--- config.mk ---
export PLATFORM = sky130hd
export DESIGN_NAME = mem_access_unit
export DESIGN_NICKNAME = d
export VERILOG_FILES = /design/src/rtl/mem_access_unit.sv
export SDC_FILE = /design/constraint.sdc
export NUM_CORES = 1
export LEC_CHECK = 0
export ABC_AREA = 1
export BUFFER_PORTS_ARGS = -buffer_cell sky130_fd_sc_hd__buf_2
export CAP_MARGIN = 5
export CORE_MARGIN = 5
export CORE_UTILIZATION = 50
export DETAILED_ROUTE_END_ITERATION = 8
export PLACE_DENSITY = 0.8
export SYNTH_ARGS = -nofsm -noshare
export SYNTH_HDL_FRONTEND = slang
export SYNTH_SLANG_ARGS = --single-unit
--- constraint.sdc ---
create_clock -name clk -period 2.1 [get_ports clk]
set_input_delay 0.105 -clock clk [delete_from_list [all_inputs] [get_ports clk]]
set_output_delay 0.105 -clock clk [all_outputs]
set_load 0.005 [all_outputs]
--- src/rtl/mem_access_unit.sv ---
// mem_access_unit: data-memory access unit between the CPU memory stage and
// the SoC data bus. Accepts one load/store at a time, issues a single
// word-aligned bus transaction with byte enables, waits for bus_ack, and
// returns sign/zero-extended load data. Misaligned and illegal requests are
// answered without touching the bus.
// Optional feature: define MEM_TIMEOUT_EN to abort an ACCESS that sees no
// bus_ack within TIMEOUT_CYCLES cycles (err_code 10).
module mem_access_unit #(
    parameter int TIMEOUT_CYCLES = 255
) (
    input  logic        clk,
    input  logic        reset,
    input  logic        req_valid,
    output logic        req_ready,
    input  logic        mem_read,
    input  logic        mem_write,
    input  logic [1:0]  store_type,
    input  logic [2:0]  load_type,
    input  logic [31:0] addr,
    input  logic [31:0] wdata,
    output logic        resp_valid,
    output logic [31:0] rdata,
    output logic        err,
    output logic [1:0]  err_code,
    output logic        bus_req,
    output logic        bus_we,
    output logic [31:0] bus_addr,
    output logic [3:0]  bus_be,
    output logic [31:0] bus_wdata,
    input  logic [31:0] bus_rdata,
    input  logic        bus_ack
);

    typedef enum logic [1:0] {IDLE, ACCESS, RESP} state_t;
    typedef enum logic [1:0] {SZ_WORD, SZ_HALF, SZ_BYTE} size_t;

    localparam logic [1:0] ERR_NONE     = 2'b00;
    localparam logic [1:0] ERR_MISALIGN = 2'b01;
    localparam logic [1:0] ERR_TIMEOUT  = 2'b10;
    localparam logic [1:0] ERR_ILLEGAL  = 2'b11;

    state_t      state;
    logic [2:0]  load_type_q;   // load formatting of the in-flight access
    logic [1:0]  offset_q;      // byte lane of the in-flight access
    logic        is_load_q;

    size_t       req_size;
    logic        req_illegal;
    logic        req_misaligned;
    logic [3:0]  req_be;
    logic [31:0] req_wdata;

`ifdef MEM_TIMEOUT_EN
    localparam int CNT_W = ($clog2(TIMEOUT_CYCLES + 1) > 8) ? $clog2(TIMEOUT_CYCLES + 1) : 8;
    logic [CNT_W-1:0] wait_cnt;
`endif

    // Extract the addressed lane(s) of the bus word and extend to 32 bits.
    function automatic logic [31:0] format_load(input logic [2:0] lt, input logic [1:0] ofs,
                                                input logic [31:0] data);
        logic [15:0] half;
        logic [7:0]  byte_v;
        half   = ofs[1] ? data[31:16] : data[15:0];
        byte_v = data[8*ofs +: 8];
        case (lt)
            3'b001:  format_load = {{16{half[15]}}, half};
            3'b010:  format_load = {16'h0, half};
            3'b011:  format_load = {{24{byte_v[7]}}, byte_v};
            3'b100:  format_load = {24'h0, byte_v};
            default: format_load = data;
        endcase
    endfunction

    // Decode the incoming request: access size, legality, alignment, lanes.
    always_comb begin
        // NOTE: every signal gets a default first so no path leaves one unassigned (no latches).
        req_size    = SZ_WORD;
        req_illegal = 1'b0;
        if (mem_read) begin
            case (load_type)
                3'b000:         req_size = SZ_WORD;
                3'b001, 3'b010: req_size = SZ_HALF;
                3'b011, 3'b100: req_size = SZ_BYTE;
                default:        req_illegal = 1'b1;
            endcase
        end else begin
            case (store_type)
                2'b00:   req_size = SZ_WORD;
                2'b01:   req_size = SZ_HALF;
                2'b10:   req_size = SZ_BYTE;
                default: req_illegal = 1'b1;
            endcase
        end
        if (mem_read && mem_write) req_illegal = 1'b1;

        req_misaligned = ((req_size == SZ_HALF) && addr[0]) ||
                         ((req_size == SZ_WORD) && (addr[1:0] != 2'b00));

        case (req_size)
            SZ_HALF: begin
                req_be    = addr[1] ? 4'b1100 : 4'b0011;
                req_wdata = {2{wdata[15:0]}};
            end
            SZ_BYTE: begin
                req_be    = 4'b0001 << addr[1:0];
                req_wdata = {4{wdata[7:0]}};
            end
            default: begin
                req_be    = 4'b1111;
                req_wdata = wdata;
            end
        endcase
    end

    // Request/bus/response FSM with all outputs registered.
    always_ff @(posedge clk or negedge reset) begin
        if (!reset) begin
            state       <= IDLE;
            req_ready   <= 1'b1;
            resp_valid  <= 1'b0;
            rdata       <= '0;
            err         <= 1'b0;
            err_code    <= ERR_NONE;
            bus_req     <= 1'b0;
            bus_we      <= 1'b0;
            bus_addr    <= '0;
            bus_be      <= '0;
            bus_wdata   <= '0;
            load_type_q <= '0;
            offset_q    <= '0;
            is_load_q   <= 1'b0;
`ifdef MEM_TIMEOUT_EN
            wait_cnt    <= '0;
`endif
        end else begin
            // NOTE: non-blocking assignments so every register samples pre-edge values.
            case (state)
                IDLE: begin
                    if (req_valid) begin
                        req_ready   <= 1'b0;
                        load_type_q <= load_type;
                        offset_q    <= addr[1:0];
                        is_load_q   <= mem_read;
                        rdata       <= '0;
                        if (!mem_read && !mem_write && !req_illegal) begin
                            state      <= RESP;
                            resp_valid <= 1'b1;
                        end else if (req_illegal) begin
                            state      <= RESP;
                            resp_valid <= 1'b1;
                            err        <= 1'b1;
                            err_code   <= ERR_ILLEGAL;
                        end else if (req_misaligned) begin
                            state      <= RESP;
                            resp_valid <= 1'b1;
                            err        <= 1'b1;
                            err_code   <= ERR_MISALIGN;
                        end else begin
                            state     <= ACCESS;
                            bus_req   <= 1'b1;
                            bus_we    <= mem_write;
                            bus_addr  <= {addr[31:2], 2'b00};
                            bus_be    <= req_be;
                            bus_wdata <= mem_write ? req_wdata : 32'h0;
`ifdef MEM_TIMEOUT_EN
                            wait_cnt  <= '0;
`endif
                        end
                    end
                end
                ACCESS: begin
                    if (bus_ack) begin
                        state      <= RESP;
                        resp_valid <= 1'b1;
                        rdata      <= is_load_q ? format_load(load_type_q, offset_q, bus_rdata) : 32'h0;
                        bus_req    <= 1'b0;
                        bus_we     <= 1'b0;
                        bus_addr   <= '0;
                        bus_be     <= '0;
                        bus_wdata  <= '0;
                    end
`ifdef MEM_TIMEOUT_EN
                    // An ack on the limit cycle takes priority over the abort.
                    else if (wait_cnt + CNT_W'(1) == CNT_W'(TIMEOUT_CYCLES)) begin
                        state      <= RESP;
                        resp_valid <= 1'b1;
                        err        <= 1'b1;
                        err_code   <= ERR_TIMEOUT;
                        rdata      <= '0;
                        bus_req    <= 1'b0;
                        bus_we     <= 1'b0;
                        bus_addr   <= '0;
                        bus_be     <= '0;
                        bus_wdata  <= '0;
                        wait_cnt   <= wait_cnt + CNT_W'(1);
                    end else begin
                        wait_cnt <= wait_cnt + CNT_W'(1);
                    end
`endif
                end
                RESP: begin
                    state      <= IDLE;
                    req_ready  <= 1'b1;
                    resp_valid <= 1'b0;
                    rdata      <= '0;
                    err        <= 1'b0;
                    err_code   <= ERR_NONE;
                end
                default: begin
                    state     <= IDLE;
                    req_ready <= 1'b1;
                end
            endcase
        end
    end

endmodule

Word level (Yosys, flattened, before mapping)

Index checks and enable logic that the tools add are counted.

Register bits: 115
Input bits: 107
Output and inout bits: 107
Logic and storage cells: 133

Eq/ne operators: 21
Shifts and indexed selects: 2
Muxes and demuxes: 67
Bitwise logic cells: 1
Reduce and logical (&&, ||, !) cells: 28

Operators with widths:

| kind                                                                   | count |
|---|---|
| 32-bit 2-to-1 mux                                                      | 13 |
| 32-bit one-hot mux with 2 select lines                                 | 3 |
| 32-bit one-hot mux with 4 select lines                                 | 1 |
| 32-bit one-hot mux with 3 select lines                                 | 1 |
| 32-bit by 6-bit variable part select with 8-bit output                 | 1 |
| 4-bit 2-to-1 mux                                                       | 6 |
| 1-bit 2-to-1 mux                                                       | 21 |
| 2-bit 2-to-1 mux                                                       | 10 |
| 16-bit 2-to-1 mux                                                      | 1 |
| 2-bit one-hot mux with 2 select lines                                  | 4 |
| 4-bit one-hot mux with 2 select lines                                  | 2 |
| 3-bit by 2-bit equality test with 1-bit output (second input constant) | 4 |
| 2-bit inequality test (second input constant)                          | 5 |
| 1-bit one-hot mux with 2 select lines                                  | 4 |
| 4-bit AND reduction                                                    | 2 |
| 2-bit by 1-bit equality test with 1-bit output (second input constant) | 3 |
| 2-bit equality test (second input constant)                            | 3 |
| 3-bit by 1-bit equality test with 1-bit output (second input constant) | 2 |
| 3-bit equality test (second input constant)                            | 2 |
| 2-bit zero test                                                        | 3 |
| 2-bit AND reduction                                                    | 3 |
| 6-bit AND reduction                                                    | 1 |
| 2-bit nonzero test                                                     | 3 |
| 1-bit logical AND                                                      | 5 |
| 13 further kinds                                                       | 16 |

Logic depth before layout (Yosys ltp)

Gate-level depths: netlist of run 1.

Depth after elaboration: 12
Mapped depth: 15
Mapped depth without buffers: 13

Least setup slack after synthesis of run 1

No wires, ideal clock.

Path kind: input-to-reg
Start: input port store_type[1]
End: register bus_addr[17]
Library setup time: 0.117 ns
Arrival time: 1.593 ns
Data required time: 1.983 ns
Path slack: 0.391 ns
Stages: 13
Path buffers: 2
Cell sequence: o32ai_1 -> inv_1 -> ha_1 -> inv_1 -> nand2_1 -> o21ai_0 -> nand3b_1 -> nand2_2 -> nand2_2 -> buf_4 -> buf_6 -> nand2_1 -> nand2_1

Cells in the longest elaborated chain, start to end: 9
Elaborated cells between the ends (all ways): 20
Classes of those cells: eq/ne: 6; mux: 5; reduce/logical: 9

Ends and longest elaborated chain:

| item                                        | RTL line | text |
|---|---|---|
| start, declared                             | 17       | `input logic [1:0] store_type,` |
| 2-bit equality test (tied with other cells) | 87       | `case (store_type)` |
| 3-bit OR reduction (no line)                | -        |  |
| 1-bit 2-to-1 mux                            | 87       |  |
| 1-bit 2-to-1 mux                            | 79       | `if (mem_read) begin` |
| 1-bit 2-to-1 mux                            | 94       | `if (mem_read && mem_write) req_illegal = 1'b1;` |
| 1-bit zero test                             | 145      | `if (!mem_read && !mem_write && !req_illegal) begin` |
| 1-bit logical AND                           | 145      |  |
| 2-bit inequality test (no line)             | -        |  |
| 6-bit AND reduction (no line) *             | -        |  |
| end signal, assigned                        | 162      | `bus_addr <= {addr[31:2], 2'b00};` |
| end, declared                               | 27       | `output logic [31:0] bus_addr,` |

Every way passes the cells marked *; elsewhere a longest branch is shown, timed or not.
A chain may end at the register's enable or synchronous reset.

Final worst setup path of run 1

Start: register load_type_q[2]
End: register rdata[20]

Cells in the longest elaborated chain, start to end: 5
Elaborated cells between the ends (all ways): 8
Classes of those cells: eq/ne: 4; mux: 4

Ends and longest elaborated chain:

| item                                        | RTL line | text |
|---|---|---|
| start, declared                             | 43       | `logic [2:0] load_type_q;` |
| start signal, assigned                      | 141      | `load_type_q <= load_type;` |
| 3-bit equality test (tied with other cells) | 65       | `case (lt)` |
| 32-bit one-hot mux with 4 select lines *    | 65       |  |
| 32-bit 2-to-1 mux *                         | 175      | `rdata <= is_load_q ? format_load(load_type_q, offset_q, bus_rdata) : 32'h0;` |
| 32-bit 2-to-1 mux *                         | 172      | `if (bus_ack) begin` |
| 32-bit one-hot mux with 3 select lines *    | 137      | `case (state)` |
| end signal, assigned                        | 175      |  |
| end, declared                               | 22       | `output logic [31:0] rdata,` |

Every way passes the cells marked *; elsewhere a longest branch is shown, timed or not. The select of a mux whose other input is x is not followed.

==> results of run 1 <==
==> through the flow <==
| stage | util | instance area (um^2) | std cells | hold WS [ns] | total power [mW] |
|---|---|---|---|---|---|
| final | 0.6597 | 7924 | 1225 | 0.01206 | 9.264 |
| after global routing | 0.6597 | 7924 | 1225 | 0.001962 | 9.953 |
| after CTS | 0.6597 | 7924 | 1225 | 0.005476 | 9.251 |
| after detailed placement | 0.6113 | 7342 | 1179 | 0.1374 | 7.523 |
| after global placement | 0.6113 | 7342 | 1179 | 0.1333 | 7.449 |
| after floorplan | - | 6121 | 850 | -0.1906 | 6.035 |
==> routing by layer <==
layer | part of all wire | vias to the layer above
met5 | 0 | -
met4 | 0.034 | 0
met3 | 0.074 | 51
met2 | 0.50 | 290
met1 | 0.39 | 3006
li1 | - | 3163
==> worst paths after layout <==
check	endpoint	depth (start not counted)	startpoint	slack [ns]
worst max-delay path	rdata[20]	10	load_type_q[2]	0.29
worst min-delay path	bus_addr[30]	3	addr[30]	0.01
worst max register to register	rdata[20]	10	load_type_q[2]	0.29
worst min register to register	bus_wdata[2]	2	bus_wdata[2]	0.47
max in group asynchronous	rdata[25]	3	reset	1.03
min in group asynchronous	rdata[6]	2	reset	0.28
==> critical path: cells and delay by family, from the launching register on <==
kind | cells | cell delay (ns)
buffers and inverters | 3 | 0.44
and+or+nand+nor | 7 | 0.77
DFF | 1 | 0.45
==> flip-flops by register name (all words and copies together), names as in the netlist <==
| name | cells |
|---|---|
| bus_addr | 30 |
| bus_we | 1 |
| offset_q | 2 |
| bus_req | 1 |
| bus_be | 4 |
| is_load_q | 1 |
| req_ready | 1 |
| rdata | 32 |
| state | 2 |
| err_code | 2 |
| load_type_q | 3 |
| bus_wdata | 32 |
| resp_valid | 1 |
==> report_power, final <==
part,leakage [nW],switching (mW),internal [mW],total (mW)
logic,3.00,2.66,1.55,4.21
registers,1.48,0.495,2.88,3.38
clock network,0.139,0.861,0.819,1.68
total,4.62,4.01,5.25,9.26
==> cell type report <==
class	instances	area, um^2	area share
Inverter	53	206.4	0.02605
Multi-Input combinational cell	633	2841	0.3586
Timing Repair Buffer	264	1607	0.2027
Tap cell	147	183.9	0.02321
Clock buffer	9	225.2	0.02842
Clock inverter	7	56.30	0.007106
Sequential cell	112	2804	0.3539
==> synth_stat cells (4+ instances only) <==
master	number
nand2_1	321
nand3_1	118
dfrtp_1	111
nor2_1	68
o21ai_0	50
inv_1	47
nor3_1	24
clkbuf_1	22
buf_2	17
a21oi_1	16
o211ai_1	8
buf_4	7
buf_6	4
==> logic make-up after synthesis <==
kind of cell    Yosys count  share of synthesized area
fa+ha+maj                 3                   0.006137
compound gates           79                    0.07139
flops                   112                     0.4584
simple gates            549                     0.3852
buf+inv                 105                    0.07834
other cells               1                  0.0006130
==> repair_timing <==
item / CTS / global route
endpoints found under the setup margin: 0 / 0
buffers inserted: 0 / 0
hold buffers: 30 / 0
endpoints found under the hold margin: 68 / 0
==> flow_summary.json, run 1 <==
{
  "rows": 40,
  "cp_max_fo": 35,
  "grt_pass1_wl_um": 30550,
  "portBuffers": 211,
  "areaGrowthSynthToFinish_pct": 29.54,
  "start_util": 0.5093,
  "grt_max_degree": 43,
  "first_pass_iters": 5,
  "rsz0062_at_grt": "no",
  "syn-instance-count": 849,
  "post-route-period-util": 0.8605,
  "synth-edff-count": 0,
  "startpoint_type": "register",
  "fp.dieW_um": 120.6,
  "cts_resized": 0,
  "cts_max_path_buffers": 2,
  "period_minus_slack_ns": 1.807,
  "hpwlAfterDp_um": 13300,
  "via_count": 6510,
  "pre_cts_ws_ns": 0.06371,
  "grt_busiest_layer": "met2",
  "cp.required_ns": 2.35,
  "seq_area_frac_synth": 0.4584,
  "arrival_ns": 2.06,
  "final_cell_mix": "nand2_1, buf_2, nand3_1",
  "fin_nets": 1183,
  "cts_buffers": 9,
  "worstPathCellList": "inv_1 > nand3_4 > nand2_8 > nor2_8 > inv_6 > nand2_8 > inv_4 > nand2_4 > nand2_1 > nand2_1",
  "routed_wl_um": 19070,
  "drt-initial-drc-count": 566,
  "synth_area_leaders": "dfrtp_1, nand2_1, nand3_1",
  "layout_commonest_cell": "nand2_1",
  "slowest_stage": "dfrtp_1",
  "track_usage": 0.2625,
  "cts_root_buffer": "clkbuf_16",
  "clkLatencyLatePin_ns": 0.36,
  "worstSetupEndpointType": "register",
  "nFillCells": 1069,
  "core_mm2": 0.01201,
  "max_freq_mhz": 553.4,
  "grt_overflow_total": 0,
  "synth_area_leader_cell": "dfrtp_1",
  "worst_slew_pin_slew_ns": 0.5733,
  "cts.clk_slew.worst_paths_ns": 0.08,
  "antenna_found_initial": 0,
  "viasPerCell": 5.314,
  "timing.final.hold_violations": 0,
  "drv_cap": 0,
  "gp_congestion": 0.9353,
  "skew_ns": 0.007794,
  "hp-class": "primary input to register",
  "wl_per_cell_um": 15.57,
  "use_met3": 0.05472,
  "met1_usage": 0.3224,
  "die_area_mm2": 0.01455,
  "synthDominantCellAreaShare": 0.4541,
  "slowest_delay_ns": 0.45,
  "power.leakage_nw": 4.625,
  "outcome": "completed",
  "p_per_area_mw_per_mm2": 1169,
  "drc": 0,
  "num_antenna_cells": 0,
  "drv_slew": 0,
  "htree_levels": 3,
  "avgSynthCellArea_um2": 7.205,
  "die_h_um": 120.6,
  "netlist_area_mm2": 0.006117,
  "grtUsageMet2": 0.4425,
  "setup_ws_ns": 0.2930,
  "grt_pass1_vias": 6191,
  "cts_tree": "done",
  "ys_types": 35,
  "path_class": "register to register",
  "fin_setup_tns_ns": 0,
  "ys_warn_count": 0,
  "synthFlopType": "dfrtp_1",
  "peakVddDrop_uv": 696.1,
  "async_flop_share": 1.000,
  "slew_headroom": 0.6178,
  "clock-sinks": 112,
  "layout-drive-gt1-share": 0.2514,
  "antenna_left": 0,
  "synth_seq_cells": 112,
  "setup_viol": 0,
  "ios": 214
}
(Power assumes the default switching activity.)
==> run 2: changes to the inputs <==
--- a/config.mk
+++ b/config.mk
@@ -11,6 +11,7 @@
 export CORE_MARGIN = 5
 export CORE_UTILIZATION = 50
 export DETAILED_ROUTE_END_ITERATION = 8
+export GPL_ROUTABILITY_DRIVEN = 0
 export PLACE_DENSITY = 0.8
 export SYNTH_ARGS = -nofsm -noshare
 export SYNTH_HDL_FRONTEND = slang
==> constraint.sdc (replaced) <==
create_clock -name clk -period 2.1 [get_ports clk]
set_input_delay 0.42 -clock clk [delete_from_list [all_inputs] [get_ports clk]]
set_output_delay 0.42 -clock clk [all_outputs]
set_load 0.005 [all_outputs]
==> run 2 against run 1 <==
  * Via count shrank 2.9%
  * Utilization shrank 2.0 points
  * Routed wire length shrank 7.4%
  * Global-route usage shrank 1.9 points
  * Combinational power shrank 3%
  * Maximum frequency shrank 6.3%
  * Critical path depth grew 2
  * Power shrank 1.3%
  * Clock skew grew 0.0037 ns
  * Clock-buffer cell count grew 2
  * Critical path type is now primary input to register
  * Critical endpoint is now bus_addr[16]
  * Highest routed layer is now met5
==> flow_summary.json, run 2 (synthesis gave the netlist of run 1 again) <==
{
  "outcome": "completed",
  "finalPower_mw": 9.141,
  "rows": 40,
  "rsz0062_at_grt": "no",
  "die_h_um": 120.6,
  "fin_nets": 1162,
  "antenna_left": 0,
  "ios": 214,
  "placed_cell_area_mm2": 0.007385,
  "sequentialPowerShare": 0.368,
  "layout_commonest_cell": "nand2_1",
  "arrival_ns": 2.21,
  "grt_busiest_layer": "met2",
  "dpl.cell_count": 1188,
  "die_area_mm2": 0.01455,
  "drc": 0,
  "layout.cells.non_filler": 1205,
  "cts.clk_slew.worst_paths_ns": 0.08,
  "post-route-period-util": 0.9184,
  "drv_cap": 0,
  "p_clk_frac": 0.183,
  "setup_ws_ns": 0.1713,
  "antenna_found_initial": 2,
  "grt_pass1_wl_um": 28460,
  "htree_levels": 3,
  "cts_root_buffer": "clkbuf_16",
  "top_regs": "bus_wdata x32, rdata x32, bus_addr x30",
  "r2r-end": "rdata[27]",
  "met1_usage": 0.3037,
  "fp.dieW_um": 120.6,
  "power.leakage_nw": 4.538,
  "hold_buffers": 0,
  "setup_viol": 0,
  "layout-drive-gt1-share": 0.2649,
  "worstRegToRegCells": 10,
  "postLayoutCellArea_mm2": 0.007685,
  "pre_cts_ws_ns": -0.2082,
  "peakVddDrop_uv": 644.2,
  "clkLatencyLatePin_ns": 0.35,
  "portBuffers": 211,
  "cts_max_path_buffers": 2,
  "hold_ws_ns": 0.04711,
  "skew_ns": 0.01145,
  "clock-sinks": 112,
  "core_mm2": 0.01201,
  "drv_slew": 0,
  "slew_headroom": 0.6528,
  "first_pass_iters": 7,
  "cp.required_ns": 2.39,
  "path_class": "primary input to register",
  "r2r_slack_ns": 0.33,
  "startpoint_type": "primary input",
  "cts_buffers": 9,
  "cp_max_fo": 16,
  "areaGrowthSynthToFinish_pct": 25.63,
  "final_cell_mix": "nand2_1, buf_2, nand3_1",
  "p_sw_mw": 3.885,
  "worst_slew_pin_slew_ns": 0.5209,
  "viasPerCell": 5.244,
  "grt_pass1_vias": 5885,
  "worstSetupEndpointType": "register",
  "power_frac_comb": 0.449,
  "fin_setup_tns_ns": 0,
  "finalCoreUtilization": 0.6398,
  "p_per_area_mw_per_mm2": 1189,
  "grt_max_degree": 51,
  "grtUsageMet2": 0.4167,
  "period_minus_slack_ns": 1.929,
  "internal_power_mw": 5.256,
  "hpwlAfterDp_um": 13320,
  "r2r-start": "load_type_q[0]",
  "start_util": 0.5093,
  "hp-class": "primary input to asynchronous set/reset pin",
  "grt_overflow_total": 0,
  "swShare": 0.4250,
  "max_freq_mhz": 518.5,
  "routed_wl_um": 17660,
  "use_met3": 0.04818,
  "track_usage": 0.2435,
  "drt-initial-drc-count": 625,
  "cts_tree": "done",
  "via_count": 6319,
  "wl_per_cell_um": 14.65,
  "timing.final.hold_violations": 0
}
-- run 2: cell types whose count changed in the layout (fill, tap and decap cells not counted), sizes merged --
cell         change
buf              +9
diode            +1
inv              -1
clkinv           -1
clkbuf           +2
dlygate4sd3     -30
-- run 2: how the worst max path moves through the flow --
stage | cells after the start | startpoint | slack [ns] | to
finish | 12 | store_type[1] | 0.17 | bus_addr[16]
global route | 13 | load_type[1] | 0.008 | bus_addr[16]
CTS | 12 | store_type[1] | 0.16 | bus_addr[16]
detailed placement | 12 | store_type[1] | -0.21 | bus_addr[18]
global placement | 13 | store_type[1] | -0.16 | bus_addr[11]
floorplan | 13 | store_type[1] | 0.08 | bus_addr[17]
-- run 2: timing repair --
action	CTS	global route
gates resized for setup	0	1
buffers inserted	0	0
endpoints found under the setup margin	0	5
-- run 2: cell type report --
type,count,area (um^2)
fillers,1144,4327
multi-input cells,633,2844
flip-flops and latches,112,2804
repair buffers,243,1349
clock buffers,11,242.7
inverters,53,206.4
well taps,147,183.9
clock inverters,5,52.55
diodes,1,2.502
-- run 2: routing by layer --
| layer | up-vias | part of all wire |
|---|---|---|
| li1 | 3127 | - |
| met1 | 2888 | 0.40 |
| met2 | 273 | 0.50 |
| met3 | 29 | 0.079 |
| met4 | 2 | 0.020 |
| met5 | - | 0.00074 |
-- run 2: power groups by stage --
stage / sequential, mW / combinational (mW) / clock [mW]
2_1_floorplan: 3.37 / 2.67 / 0
3_3_place_gp: 3.38 / 4.03 / 0
3_5_place_dp: 3.37 / 4.12 / 0
4_1_cts: 3.36 / 4.12 / 1.72
5_1_grt: 3.46 / 4.64 / 1.80
6_report: 3.36 / 4.10 / 1.68
-- run 2: worst max-delay path, cell delays in order --
cell and delay (ns):
buf_2 0.11, o32ai_1 0.39, inv_1 0.12, ha_1 0.21, inv_1 0.05, nand2_1 0.05
o21ai_0 0.13, nand4_1 0.17, clkinv_1 0.13, buf_4 0.22, nand3_1 0.09, nand2_1 0.10
